**config.mk**
```make
export PLATFORM = sky130hd
export DESIGN_NAME = hilo_commit_stage
export DESIGN_NICKNAME = d
export VERILOG_FILES = /design/src/rtl/hilo_commit_stage.sv
export SDC_FILE = /design/constraint.sdc
export NUM_CORES = 1
export LEC_CHECK = 0
export ABC_AREA = 1
export CAP_MARGIN = 0
export CORE_MARGIN = 3
export CORE_UTILIZATION = 25
export DETAILED_ROUTE_END_ITERATION = 6
export DONT_BUFFER_PORTS = 1
export HOLD_SLACK_MARGIN = 0.02
export PLACE_DENSITY = 0.37
export SLEW_MARGIN = 0
export SYNTH_ARGS = -nofsm -noshare
export SYNTH_HDL_FRONTEND = slang
export SYNTH_SLANG_ARGS = --single-unit
```
**constraint.sdc**
```tcl
create_clock -name clk -period 1.22 [get_ports clk]
set_input_delay 0.366 -clock clk [delete_from_list [all_inputs] [get_ports clk]]
set_output_delay 0.366 -clock clk [all_outputs]
set_load 0.03 [all_outputs]
```
**src/rtl/hilo_commit_stage.sv**
```systemverilog
// rtl/hilo_commit_stage.sv - HI/LO commit stage behind the array multipliers
// Waits out the multiplier settle time, commits the product, serves mfhi/mflo/mthi/mtlo.
module hilo_commit_stage #(
   parameter int MULT_LAT = 4,
   parameter int CNT_W    = 4
) (
   input  logic        clk,
   input  logic        rst_n,
   input  logic        mult_start,
   input  logic        signed_op,
   input  logic [63:0] prod_s,
   input  logic [63:0] prod_u,
   input  logic        mthi,
   input  logic        mtlo,
   input  logic [31:0] wdata,
   input  logic        mfhi,
   input  logic        mflo,
   output logic [31:0] rdata,
   output logic        rd_valid,
   output logic        busy,
   output logic        done,
   output logic        stall,
   output logic [31:0] hi_q,
   output logic [31:0] lo_q
);

   typedef enum logic [1:0] {
      ST_IDLE = 2'd0,
      ST_BUSY = 2'd1,
      ST_DONE = 2'd2
   } state_t;

   state_t             state_q, state_d;
   logic [CNT_W-1:0]   cnt_q, cnt_d;
   logic               sel_q, sel_d;
   logic [31:0]        hi_d, lo_d;
   logic [31:0]        rdata_q, rdata_d;
   logic               rd_valid_q, rd_valid_d;
   logic [63:0]        product;
   logic               any_req;

   assign product  = sel_q ? prod_s : prod_u;
   assign any_req  = mult_start | mthi | mtlo | mfhi | mflo;
   assign busy     = (state_q == ST_BUSY);
   assign done     = (state_q == ST_DONE);
   assign stall    = busy & any_req;
   assign rdata    = rdata_q;
   assign rd_valid = rd_valid_q;

   always_comb begin
      state_d    = state_q;
      cnt_d      = cnt_q;
      sel_d      = sel_q;
      hi_d       = hi_q;
      lo_d       = lo_q;
      rdata_d    = rdata_q;
      rd_valid_d = 1'b0;

      case (state_q)
         ST_BUSY: begin
            if (cnt_q != '0) begin
               cnt_d = cnt_q - CNT_W'(1);
            end else begin
               hi_d    = product[63:32];
               lo_d    = product[31:0];
               state_d = ST_DONE;
            end
         end
         default: begin
            // Reads see the pre-write register value; a later commit overwrites any write here.
            if (mfhi) begin
               rdata_d    = hi_q;
               rd_valid_d = 1'b1;
            end else if (mflo) begin
               rdata_d    = lo_q;
               rd_valid_d = 1'b1;
            end
            if (mthi) hi_d = wdata;
            if (mtlo) lo_d = wdata;
            if (mult_start) begin
               sel_d   = signed_op;
               cnt_d   = CNT_W'(MULT_LAT - 1);
               state_d = ST_BUSY;
            end else begin
               state_d = ST_IDLE;
            end
         end
      endcase
   end

   always_ff @(posedge clk or negedge rst_n) begin
      if (!rst_n) begin
         state_q    <= ST_IDLE;
         cnt_q      <= '0;
         sel_q      <= 1'b0;
         hi_q       <= '0;
         lo_q       <= '0;
         rdata_q    <= '0;
         rd_valid_q <= 1'b0;
      end else begin
         state_q    <= state_d;
         cnt_q      <= cnt_d;
         sel_q      <= sel_d;
         hi_q       <= hi_d;
         lo_q       <= lo_d;
         rdata_q    <= rdata_d;
         rd_valid_q <= rd_valid_d;
      end
   end

endmodule

```
==> results.toml, run 1 <==
[synth]
synth.most_common_cell = "nand2_1"
netlist.area_leader.share = 0.417
async_reset_ff_frac = 1.00
syn_nets = 1148
synth_area_um2 = 6230
synth_commonest_cells = "nand2_1 (402), inv_1 (167), nand3_1 (132)"
yosys-top-cells-area = "dfrtp_1 (42%), nand2_1 (24%), nand3_1 (11%), inv_1 (10%), a21oi_1 (2.7%)"
ys.flop_type = "dfrtp_1"
ys_types = 18
yosysTopAreaCell = "dfrtp_1"
avgSynthCellArea_um2 = 6.37
ys_warn_count = 0
synth-edff-count = 0
yosysSeqAreaShare = 0.417
syn_inst = 978
ys_seq_elements = 104

[clock_network]
clk_pin_slew_worst_paths_ns = 0.08
cts.path.max_buffers = 2
clock_sinks = 104
cts_tree = "yes"
clk_latency_ns = 0.36
cts_root_buffer = "clkbuf_16"
cts-htree-levels = 3
numCtsBuffers = 9

[die]
die_w_um = 164
pin_count = 268
core-area_um2 = 24400
die_h_um = 164
fp-row-count = 57
die_area_um2 = 26900
start_util = 0.256

[grt]
grt_pass1_vias = 5928
grt_overflow_total = 0
grt_max_degree = 105
antenna_found_initial = 0
grt_pass1_wl_mm = 35.5
track_usage = 0.173

[placed_design]
dp.cells = 1298
numPortBuffers = 0
hpwl_mm = 15.9
gp_congestion = 0.754

[pwr]
finalPower_w = 0.0269
vdd.ir_drop.worst_mv = 1.18
power_leakage_nw = 4.42
combPwrFrac = 0.519
p_per_area_nw_per_um2 = 3290
power.clock.fraction = 0.114
p_seq_frac = 0.367
swShare = 0.510
power.internal_w = 0.0132
p_switching_w = 0.0137

[final_layout]
drive_gt1_frac = 0.233
layout.cells.non_filler = 1342
fillCellCount = 2680
synthToLayoutAreaGrowth_pct = 31.2
final_nets = 1184
ff_latch_area_um2 = 2710
multi_input_area_um2 = 2980
diodes = 0

[hold_path]
min_path_type = "in2async"

[detailed_routing]
wirelength_mm = 23.9
routed_via_density = 4.49
via_count = 6029
drt_first_pass_iters = 5
drcViolationCount = 0
antenna_left = 0
wire_per_inst_um = 17.8
drt_iter0_markers = 200

[setup_path]
crit_required_ns = 0.85
reg2reg_from = "state_q[0]"
crit_chain = "inv_2 -> nor2_4 -> buf_12 -> o21ai_4 -> inv_4"
end_kind = "primary output"
reg2reg_to = "rdata[5]"
crit_path_max_incr_delay_ns = 0.38
path_class = "reg2out"
critical_path_arrival_ns = 1.21
r2r_cells = 10
critPathSlowestCell = "dfrtp_1"
worst-path-max-fanout = 3
critPathLaunchType = "flip-flop"
r2r_slack_ns = -0.32

[timing]
period_share = 1.29
fmax_mhz = 636
finClkSkew_ns = 0.0171
tightest_slew_ns = 0.463
setup_violations = 124
maxSlewHeadroom = 0.688
whs_ns = -0.305
layout_setup_ws_ns = -0.352
rsz0062_at_grt = "yes"
finalHoldViolCount = 104
fin_crit_ns = 1.57
slew_viol_final = 0

[run_status]
status = "complete, but fails checks"
violations = "negative hold slack, negative setup slack"

[job]
cap_violations = 0
per-stage QoR:
stage                util  area (um2)  hold WS (ns)  setup slack (ns)  TNS, ns
global route        0.335        8180        -0.334            -0.427   -39.52
detailed placement  0.288        7020        0.0766            -0.102    -6.80
global placement    0.288        7020        0.0752            -0.109    -6.16
finish              0.335        8180        -0.305            -0.352   -28.14
CTS                 0.322        7850        -0.318            -0.395   -25.47
floorplan               -        6310        0.0704           -0.0844  -0.0844
worst max path at each step:
stage / from / cells after the start / slack [ns] / end
2_1_floorplan: state_q[0] / 5 / -0.08 / stall
3_3_place_gp: state_q[1] / 6 / -0.11 / lo_q[19]
3_5_place_dp: state_q[0] / 7 / -0.10 / lo_q[19]
4_1_cts: state_q[1] / 4 / -0.40 / stall
5_1_grt: state_q[0] / 5 / -0.43 / stall
6_report: state_q[0] / 5 / -0.35 / stall
state kept, by name (all words and copies together) (netlist names):
signal	cells
cnt_q	4
sel_q	1
lo_q	32
state_q	2
rd_valid	1
rdata	32
hi_q	32
metal layers:
metal	vias to the layer above	GRT usage	wire, um
li1	3019	-	-
met1	2805	0.231	10900
met2	187	0.276	11000
met3	18	0.0484	1740
met4	0	0.0446	305
met5	-	0	0
layout make-up:
class                   instances  share of cell area
multi-input cells             648               0.365
flip-flops and latches        104               0.331
repair buffers                 82               0.140
inverters                     169              0.0785
well taps                     324              0.0495
clock buffers                  10              0.0280
clock inverters                 5             0.00780
power by group through the flow:
stage / registers [W] / logic, W / clock network (W)
2_1_floorplan: 0.00934 / 0.00709 / 0
3_3_place_gp: 0.00964 / 0.0113 / 0
3_5_place_dp: 0.00965 / 0.0113 / 0
4_1_cts: 0.00991 / 0.0131 / 0.00317
5_1_grt: 0.0101 / 0.0157 / 0.00330
6_report: 0.00986 / 0.0140 / 0.00306
what timing repair did:
action | in CTS | in global routing
pin swaps | 3 | 3
cloned | 5 | 3
setup buffers | 14 | 8
endpoints found under the hold margin | 104 | 104
gates resized for setup | 126 | 49
endpoints found under the setup margin | 198 | 204
cell families after synthesis:
logic type               after synthesis  share of synthesized area
AO/OA/AOI/OAI                         67                     0.0538
flip-flops                           104                      0.417
AND/OR/NAND/NOR                      578                      0.378
XOR/XNOR                               1                    0.00141
adder cells (fa/ha/maj)                2                    0.00401
buffers and inverters                226                      0.145
cell usage in the layout, fill, tap and decap left out, types with 8 or more instances in the layout:
cell and instances:
nor2_2 8, dfrtp_2 87, a21oi_2 20, buf_4 28
buf_6 21, a21oi_1 9, inv_1 163, nand2_1 397
dfrtp_1 17, buf_12 22, nand3_1 132, clkbuf_16 11
o21ai_0 32, nor2_1 27
critical path, delay by kind of cell (launching register included):
kind	cells	cell delay [ns]
flops	1	0.38
compound gates	1	0.05
simple gates	1	0.16
buf+inv	3	0.27
Note: power is estimated with default switching activity, not from simulation.
==> run 2: changes to the inputs <==
--- a/config.mk
+++ b/config.mk
@@ -13,7 +13,8 @@
 export DONT_BUFFER_PORTS = 1
 export HOLD_SLACK_MARGIN = 0.02
 export PLACE_DENSITY = 0.37
-export SLEW_MARGIN = 0
+export SETUP_SLACK_MARGIN = 0.5
+export SLEW_MARGIN = 25
 export SYNTH_ARGS = -nofsm -noshare
 export SYNTH_HDL_FRONTEND = slang
 export SYNTH_SLANG_ARGS = --single-unit
==> results.toml, run 2 (same netlist as run 1, synthesis figures left out) <==
[run_status]
status = "complete, but fails checks"
violations = "negative hold slack, negative setup slack"

[clock_network]
numCtsBuffers = 9
cts_root_buffer = "clkbuf_16"
clk_latency_ns = 0.36
cts.path.max_buffers = 2
cts_tree = "yes"
clk_pin_slew_worst_paths_ns = 0.08
cts-htree-levels = 3
clock_sinks = 104

[placed_design]
numPortBuffers = 0
dp.cells = 1289
hpwl_mm = 15.9
gp_congestion = 0.744
place_area_um2 = 7470

[die]
die_h_um = 164
fp-row-count = 57
die_area_um2 = 26900
die_w_um = 164
pin_count = 268
core-area_um2 = 24400
start_util = 0.256

[final_layout]
drive_gt1_frac = 0.314
final_nets = 1179
synthToLayoutAreaGrowth_pct = 37.9
fillCellCount = 2695
final_common_cell = "nand2_1"
final_cell_area_um2 = 8600
diodes = 0
mostFrequentLayoutCells = "nand2_1 (385), inv_1 (162), dfrtp_2 (98)"
layout.cells.non_filler = 1338

[setup_path]
critPathLaunchType = "flip-flop"
cp-startpoint = "state_q[0]"
end_kind = "primary output"
critPathTopFamily = "flip-flops"
worst-path-max-fanout = 4
reg2reg_to = "rdata[23]"
critical_path_arrival_ns = 1.19
path_class = "reg2out"
cp.depth = 5
endpoint = "stall"
r2r_slack_ns = -0.25
r2r_cells = 9
crit_required_ns = 0.85
critPathSlowestCell = "dfrtp_1"
cp.buffers_inverters = 3
crit_chain = "inv_2 -> nor2_4 -> buf_6 -> o21ai_4 -> inv_4"
reg2reg_from = "state_q[0]"
crit_path_max_incr_delay_ns = 0.36

[timing]
layout_setup_ws_ns = -0.337
whs_ns = -0.300
fmax_mhz = 642
finClkSkew_ns = 0.0126
finalHoldViolCount = 104
tightest_slew_ns = 0.260
fin_crit_ns = 1.56
setup_violations = 131
slew_viol_final = 0
period_share = 1.28
rsz0062_at_grt = "yes"
maxSlewHeadroom = 0.825

[grt]
grt_max_degree = 105
grt.busiest_layer = "met2"
grt_overflow_total = 0
grt_pass1_vias = 5713
gr-usage-met1 = 0.223
grt_pass1_wl_mm = 34.7
track_usage = 0.170
antenna_found_initial = 0
grtUsageMet2 = 0.281
grt_use_met3 = 0.0426

[pwr]
p_per_area_nw_per_um2 = 3260
vdd.ir_drop.worst_mv = 0.933
power_leakage_nw = 4.57

[detailed_routing]
routed_via_density = 4.42
antenna_left = 0
wirelength_mm = 24.1
drcViolationCount = 0
drt_first_pass_iters = 4
drt_iter0_markers = 199
wire_per_inst_um = 18.0
via_count = 5910

[hold_path]
min_path_type = "in2async"

[job]
cap_violations = 0
[run 2: changes by cell type in the layout (fill, tap and decap cells not counted), moves of 5 or more]
cell	change
a21oi_1	+5
nand3_1	-58
nand2_2	+7
nor2_1	-10
dfrtp_2	+11
nand3_2	+58
nand2_1	-12
nor2_2	+11
dfrtp_1	-11
buf_6	-14
nand2_4	+5
[run 2: per-layer routing]
| metal | part of all wire | vias up |
|---|---|---|
| met5 | 0 | - |
| met4 | 0.0096 | 0 |
| met3 | 0.057 | 10 |
| met2 | 0.48 | 161 |
| met1 | 0.45 | 2731 |
| li1 | - | 3008 |
[run 2: worst min path at each step]
stage | cells after the start | start | slack, ns | endpoint
CTS | 0 | rst_n | -0.31 | rdata[1]
global route | 0 | rst_n | -0.33 | rdata[1]
detailed placement | 0 | rst_n | 0.07 | rdata[1]
finish | 0 | rst_n | -0.30 | rdata[1]
global placement | 0 | rst_n | 0.08 | rdata[1]
floorplan | 0 | rst_n | 0.07 | cnt_q[0]
[run 2: worst register-to-register path, cell delays in order (launching register included)]
cell,delay [ns]
dfrtp_1,0.39
inv_2,0.07
nor2_4,0.05
buf_6,0.12
buf_4,0.15
nor2_4,0.13
buf_12,0.17
clkbuf_16,0.17
nor2_1,0.04
a21oi_1,0.11
[run 2: timing repair]
item,4_1_cts,5_1_grt
endpoints found under the hold margin,104,104
gates cloned,9,4
setup buffers,15,5
setup endpoints to repair,204,204
resized for setup,38,36
pin swaps,2,3
[run 2: metrics by stage]
stage | util | setup TNS, ns | hold slack (ns) | worst slack [ns] | total power, W
final | 0.352 | -21.85 | -0.300 | -0.337 | 0.0281
after global routing | 0.352 | -31.71 | -0.326 | -0.402 | 0.0303
after CTS | 0.342 | -23.89 | -0.315 | -0.368 | 0.0276
after detailed placement | 0.306 | -11.00 | 0.0748 | -0.161 | 0.0220
after global placement | 0.306 | -11.34 | 0.0751 | -0.169 | 0.0220
after floorplan | - | -1.28 | 0.0704 | -0.0842 | 0.0179
[run 2: area by class of cell]
type | instances | area [um2] | share of cell area
Inverter | 169 | 639 | 0.0744
Sequential cell | 104 | 2730 | 0.317
Multi-Input combinational cell | 648 | 3300 | 0.384
Timing Repair Buffer | 77 | 1230 | 0.144
Tap cell | 324 | 405 | 0.0472
Clock inverter | 4 | 55.1 | 0.00640
Clock buffer | 12 | 236 | 0.0275
[run 2: power by group]
group / switching (W) / internal (W)
Clock: 0.00141 / 0.00161
Combinational: 0.00774 / 0.00675
Sequential: 0.00504 / 0.00550
Total: 0.0142 / 0.0139
